`config.mk`:
```
export PLATFORM = sky130hd
export DESIGN_NAME = alu_ext
export DESIGN_NICKNAME = d
export VERILOG_FILES = /design/src/rtl/alu_pkg.sv /design/src/rtl/alu_mul.sv /design/src/rtl/alu_ext.sv
export SDC_FILE = /design/constraint.sdc
export NUM_CORES = 1
export LEC_CHECK = 0
export BUFFER_PORTS_ARGS = -buffer_cell sky130_fd_sc_hd__buf_2
export CAP_MARGIN = 40
export CORE_MARGIN = 4
export CORE_UTILIZATION = 30
export CTS_CLUSTER_SIZE = 12
export DETAILED_ROUTE_END_ITERATION = 12
export SLEW_MARGIN = 30
export SYNTH_ARGS = -nofsm -noshare
export SYNTH_HDL_FRONTEND = slang
export SYNTH_SLANG_ARGS = --single-unit
```
`constraint.sdc`:
```
create_clock -name clk -period 10.53 [get_ports clk]
set_input_delay 1.053 -clock clk [delete_from_list [all_inputs] [get_ports clk]]
set_output_delay 1.053 -clock clk [all_outputs]
set_load 0.01 [all_outputs]
```
`src/rtl/alu_pkg.sv`:
```
// Shared definitions for the extended ALU: op-code encoding, flag bit positions
// and the multiplier sequencer states.
package alu_pkg;

  typedef enum logic [3:0] {
    OP_ADD = 4'd0,
    OP_SUB = 4'd1,
    OP_AND = 4'd2,
    OP_OR  = 4'd3,
    OP_XOR = 4'd4,
    OP_CMA = 4'd5,
    OP_RLC = 4'd6,
    OP_SRL = 4'd7,
    OP_ADC = 4'd8,
    OP_SBB = 4'd9,
    OP_INC = 4'd10,
    OP_DEC = 4'd11,
    OP_RAL = 4'd12,
    OP_RAR = 4'd13,
    OP_CMP = 4'd14,
    OP_MUL = 4'd15
  } op_e;

  localparam int FLAG_S = 3;
  localparam int FLAG_Z = 2;
  localparam int FLAG_P = 1;
  localparam int FLAG_C = 0;

  typedef enum logic {
    MUL_IDLE = 1'b0,
    MUL_RUN  = 1'b1
  } mul_state_e;

endpackage

```
`src/rtl/alu_mul.sv`:
```
// Sequential shift-add multiplier: one partial product per cycle, WIDTH cycles
// per product. fin/res expose the completing edge so the parent can commit flags.
module alu_mul
  import alu_pkg::*;
#(
  parameter int WIDTH = 8
) (
  input  logic                 clk,
  input  logic                 rst,
  input  logic                 start,
  input  logic [WIDTH-1:0]     a,
  input  logic [WIDTH-1:0]     b,
  output logic                 busy,
  output logic                 done,
  output logic                 fin,
  output logic [2*WIDTH-1:0]   prod,
  output logic [2*WIDTH-1:0]   res
);

  localparam int CW = $clog2(WIDTH);
  localparam logic [CW-1:0] LAST = CW'(WIDTH - 1);

  mul_state_e           state_q, state_d;
  logic [2*WIDTH-1:0]   acc, mcand, acc_d;
  logic [WIDTH-1:0]     mplier;
  logic [CW-1:0]        cnt;

  always_comb begin
    state_d = state_q;
    fin     = 1'b0;
    acc_d   = acc + (mplier[0] ? mcand : '0);
    case (state_q)
      MUL_IDLE: if (start) state_d = MUL_RUN;
      MUL_RUN: begin
        if (cnt == LAST) begin
          fin     = 1'b1;
          state_d = MUL_IDLE;
        end
      end
      default: state_d = MUL_IDLE;
    endcase
  end

  always_ff @(posedge clk) begin
    if (!rst) state_q <= MUL_IDLE;
    else      state_q <= state_d;
  end

  always_ff @(posedge clk) begin
    if (!rst) begin
      acc    <= '0;
      mcand  <= '0;
      mplier <= '0;
      cnt    <= '0;
      prod   <= '0;
      done   <= 1'b0;
    end else begin
      done <= fin;
      if (state_q == MUL_IDLE) begin
        if (start) begin
          acc    <= '0;
          mcand  <= {{WIDTH{1'b0}}, a};
          mplier <= b;
          cnt    <= '0;
        end
      end else begin
        acc    <= acc_d;
        mcand  <= mcand << 1;
        mplier <= mplier >> 1;
        cnt    <= cnt + CW'(1);
        if (fin) prod <= acc_d;
      end
    end
  end

  assign busy = (state_q == MUL_RUN);
  assign res  = acc_d;

endmodule

```
`src/rtl/alu_ext.sv`:
```
// Extended accumulator ALU: combinational ops 0..14 against tmp and the carry
// flag, plus a multi-cycle unsigned multiply delegated to alu_mul.
module alu_ext
  import alu_pkg::*;
#(
  parameter int WIDTH = 8,
  parameter int BUS_W = 16
) (
  input  logic               clk,
  input  logic               rst,
  input  logic [WIDTH-1:0]   a,
  input  logic [3:0]         op,
  input  logic               load,
  input  logic [BUS_W-1:0]   bus,
  input  logic               flag_we,
  input  logic               start,
  output logic [WIDTH-1:0]   out,
  output logic [3:0]         flags,
  output logic               busy,
  output logic               done,
  output logic [2*WIDTH-1:0] prod
);

  op_e                opc;
  logic [WIDTH-1:0]   tmp, res, fres;
  logic [WIDTH:0]     ext;
  logic               cf, cn, upd;
  logic [3:0]         fnext, mflags;
  logic               mul_fin;
  logic [2*WIDTH-1:0] mul_res;

  assign opc = op_e'(op);
  assign cf  = flags[FLAG_C];

  generate
    if (BUS_W > WIDTH) begin : g_bus_hi
      logic unused_bus_hi;
      assign unused_bus_hi = ^bus[BUS_W-1:WIDTH];
    end
  endgenerate

  // fres is what the flags see; it differs from out only for CMP.
  always_comb begin
    ext  = '0;
    res  = '0;
    cn   = cf;
    upd  = 1'b1;
    case (opc)
      OP_ADD: begin ext = {1'b0, a} + {1'b0, tmp}; res = ext[WIDTH-1:0]; cn = ext[WIDTH]; end
      OP_SUB: begin ext = {1'b0, a} - {1'b0, tmp}; res = ext[WIDTH-1:0]; cn = ext[WIDTH]; end
      OP_AND: begin res = a & tmp; cn = 1'b0; end
      OP_OR:  begin res = a | tmp; cn = 1'b0; end
      OP_XOR: begin res = a ^ tmp; cn = 1'b0; end
      OP_CMA: begin res = ~a; upd = 1'b0; end
      OP_RLC: begin res = {a[WIDTH-2:0], a[WIDTH-1]}; cn = a[WIDTH-1]; end
      OP_SRL: begin res = {1'b0, a[WIDTH-1:1]}; cn = a[0]; end
      OP_ADC: begin
        ext = {1'b0, a} + {1'b0, tmp} + {{WIDTH{1'b0}}, cf};
        res = ext[WIDTH-1:0];
        cn  = ext[WIDTH];
      end
      OP_SBB: begin
        ext = {1'b0, a} - {1'b0, tmp} - {{WIDTH{1'b0}}, cf};
        res = ext[WIDTH-1:0];
        cn  = ext[WIDTH];
      end
      OP_INC: res = a + WIDTH'(1);
      OP_DEC: res = a - WIDTH'(1);
      OP_RAL: begin res = {a[WIDTH-2:0], cf}; cn = a[WIDTH-1]; end
      OP_RAR: begin res = {cf, a[WIDTH-1:1]}; cn = a[0]; end
      OP_CMP: begin ext = {1'b0, a} - {1'b0, tmp}; res = ext[WIDTH-1:0]; cn = ext[WIDTH]; end
      OP_MUL: begin res = prod[WIDTH-1:0]; upd = 1'b0; end
      default: upd = 1'b0;
    endcase
    fres = res;
    if (opc == OP_CMP) res = a;
  end

  always_comb begin
    fnext          = '0;
    fnext[FLAG_S]  = fres[WIDTH-1];
    fnext[FLAG_Z]  = (fres == '0);
    fnext[FLAG_P]  = ~^fres;
    fnext[FLAG_C]  = cn;
    mflags         = '0;
    mflags[FLAG_S] = mul_res[WIDTH-1];
    mflags[FLAG_Z] = (mul_res == '0);
    mflags[FLAG_P] = ~^mul_res[WIDTH-1:0];
    mflags[FLAG_C] = |mul_res[2*WIDTH-1:WIDTH];
  end

  assign out = res;

  always_ff @(posedge clk) begin
    if (!rst) begin
      tmp   <= '0;
      flags <= '0;
    end else begin
      if (load) tmp <= bus[WIDTH-1:0];
      // mul_fin only occurs while busy, so it never competes with flag_we.
      if (mul_fin)                 flags <= mflags;
      else if (flag_we && !busy && upd) flags <= fnext;
    end
  end

  alu_mul #(.WIDTH(WIDTH)) u_mul (
    .clk   (clk),
    .rst   (rst),
    .start (start && (opc == OP_MUL)),
    .a     (a),
    .b     (tmp),
    .busy  (busy),
    .done  (done),
    .fin   (mul_fin),
    .prod  (prod),
    .res   (mul_res)
  );

endmodule

```
==> metrics.txt <==
status=finished, final reports clean; GR Util All Layers=0.1713; Final #Nets=1059; Ys Warns=0; Routed WL per cell=17.39 µm; first-pass GRT wire length=about 34 mm; PortBufs=between 50 and 60; unrepaired setup endpoints after global routing=false; gr ovfl total=0; CP bufs+invs=3; Post-CTS Setup Repair Bufs=0; final core occ=0.3432; PostCTS Resize Cnt=0; critical path class=in -> out; grt met2 use=0.2718; synthesized cell area=between 6000 and 7000 µm²; Worst Path Required=roughly 9.5 ns; period utilization=0.5495; gpl congestion=approximately 1; critical path data arrival time=4.73 ns; synthesized area per cell=7.196 µm²; Post-DP HPWL=16.01 mm; fraction of registers with async set/reset=0; grt met3 use=0.03398; initial antenna violation count=1; clk sinks=between 70 and 80; most frequent cells in the layout=nand2_1 (130), nor2_1 (86), a21oi_1 (79), dfxtp_1 (72), ha_1 (59); Hold Violations, Final=0; vias=~7000; sum of negative setup slack=0 ns; GR peak layer=met2; CTS Buf Count=9; Max Slew Vio Count=0; most common cell after layout, fill and taps aside=nand2_1; Crit. End Element=output port; largest net degree at the start of global routing=just under 90; Clock Latency Late Sink=0.35 ns; die area=25110 µm²; remaining antenna violation count=0; P&R area growth vs syn=11.27%; top_reg_cell synth=dfxtp_1; Max FO, Critical Path=8; NetSw=0.0002833 W; Gate power share=0.272; Leak Pwr=approximately 3.1 nW; io pins=63; wirelength, routed=roughly 22 mm; Post-synth EDFFs=0; synthesized instance count=944; Clock Power Share=0.376; Cell variety after synth=73; Hold WC Path Type=reg -> reg; syn nets=around 1000; Internal=roughly 0.00053 W; H-tree depth=3; DRC viols=0; clk slew on worst S/H paths=roughly 0.07 ns; Max Clock Skew=0.01310 ns; FP Rows=54; Die Width=~160 µm; Worst path max stage delay=between 0.6 and 0.7 ns; Core Area=between 20000 and 25000 µm²; Root Buffer=clkbuf_16; met1 usage=0.2321; CTS tree=done; Min Hold Slack=approximately 0.45 ns; Slew @ Worst Pin=0.7681 ns; CTS Buffer Depth=2; Sw Ratio=0.3490; Slew HR=0.4879; CP Cell Sequence=buf_2, inv_1, ha_1, fa_1, ha_1, nand2b_1, a2111oi_0, o211ai_1, o21a_1, o21ai_1, a32oi_1, o21ai_1, a21oi_1, buf_2; Fillers=2369; first-pass iteration count of the detailed router=6; IR Drop Worst-Case VDD=0.00008104 V; Seq/Total Area, Yosys=0.2151; Final Critical Period=between 5 and 6 ns; number of global-route vias before repair=around 6300; Antenna Cells=0; Synth Register Bits=73; element type at the critical path start=input port; vias per inst=approximately 5.5; cell area power density=107.4 nW/µm²; Final setup viols=0; Max Cap Viol=0; fmax=between 150 and 200 MHz; Die Ht=roughly 160 µm; Initial Util=0.3084; drt initial violations=~530; master of the slowest instance on the critical path=fa_1; hold_buf cts=0; Top delay family on crit path=compound AO/OA/AOI/OAI gates; share of power burned in registers=0.353; share of cells above drive strength 1=0.09504
==> registers in the layout, indices dropped and copies added, names as in the netlist <==
register,flops
flags,4
u_mul.done,1
u_mul.mplier,8
u_mul.acc,16
u_mul.prod,16
tmp,8
u_mul.mcand,16
u_mul.busy,1
u_mul.cnt,3
==> power by group through the flow <==
stage	clock network (W)	logic (W)	registers, W
floorplan	0	0.000149	0.000292
global placement	0	0.000215	0.000293
detailed placement	0	0.000216	0.000293
CTS	0.000311	0.000216	0.000286
global route	0.000321	0.000242	0.000287
finish	0.000305	0.000221	0.000286
==> synth_stat cells (15+ instances only) <==
cell type,instances,share of area
nand2_1,131,0.072
nor2_1,86,0.048
a21oi_1,79,0.058
dfxtp_1,73,0.22
ha_1,59,0.11
o21ai_0,58,0.043
and2_1,53,0.049
inv_1,45,0.025
clkbuf_1,40,0.022
xnor2_1,28,0.036
nor2b_1,25,0.023
nor3_1,21,0.015
mux2i_1,20,0.029
nand3_1,15,0.011
==> path summary, 6_finish.rpt <==
path / end / slack [ns] / start / cells past startpoint
max: out[6] / 4.74 / a[0] / 14
min: u_mul.prod[9] / 0.45 / u_mul.prod[9] / 2
max reg2reg: flags[1] / 5.94 / tmp[0] / 17
min reg2reg: u_mul.prod[9] / 0.45 / u_mul.prod[9] / 2
==> tightest hold or removal path: stages (launching register included) <==
cell and delay, ns:
dfxtp_1 0.31, nand2_1 0.05, a21oi_1 0.05
==> cells by family (layout without fill, tap and decap cells) <==
kind of cell,after synthesis,count (layout),synth area share
buffers and inverters,97,121,0.05415
adders and majority gates,63,63,0.1205
AOI/OAI and AO/OA,262,262,0.2490
and+or+nand+nor,389,389,0.2781
xor gates and xnor gates,39,39,0.05029
DFF,73,73,0.2151
muxes,21,21,0.03279
==> cell type report <==
type                    count  area, µm²  share of cell area
multi-input cells         774       4971              0.6577
inverters                  46      172.7             0.02284
well taps                 280      350.3             0.04635
clock buffers               9      225.2             0.02980
clock inverters             7      63.81            0.008442
repair buffers             59      312.8             0.04138
flip-flops and latches     73       1463              0.1935
==> stage by stage <==
step	cells	total power (W)	cell area (µm²)	setup slack, ns
finish	1248	0.0008117	7559	4.743
global route	1248	0.0008501	7559	4.500
CTS	1247	0.0008141	7543	4.871
detailed placement	1231	0.0005082	7254	4.882
global placement	1230	0.0005073	7244	4.879
floorplan	944	0.0004410	6793	5.821
==> per-layer routing <==
layer | share of wire | wire, µm | vias to the layer above
li1 | - | - | 3366
met3 | 0.075 | 1625 | 50
met5 | 0.00060 | 13 | -
met1 | 0.45 | 9790 | 3183
met4 | 0.030 | 658 | 2
met2 | 0.44 | 9608 | 257
Note: power is estimated with default switching activity, not from simulation.
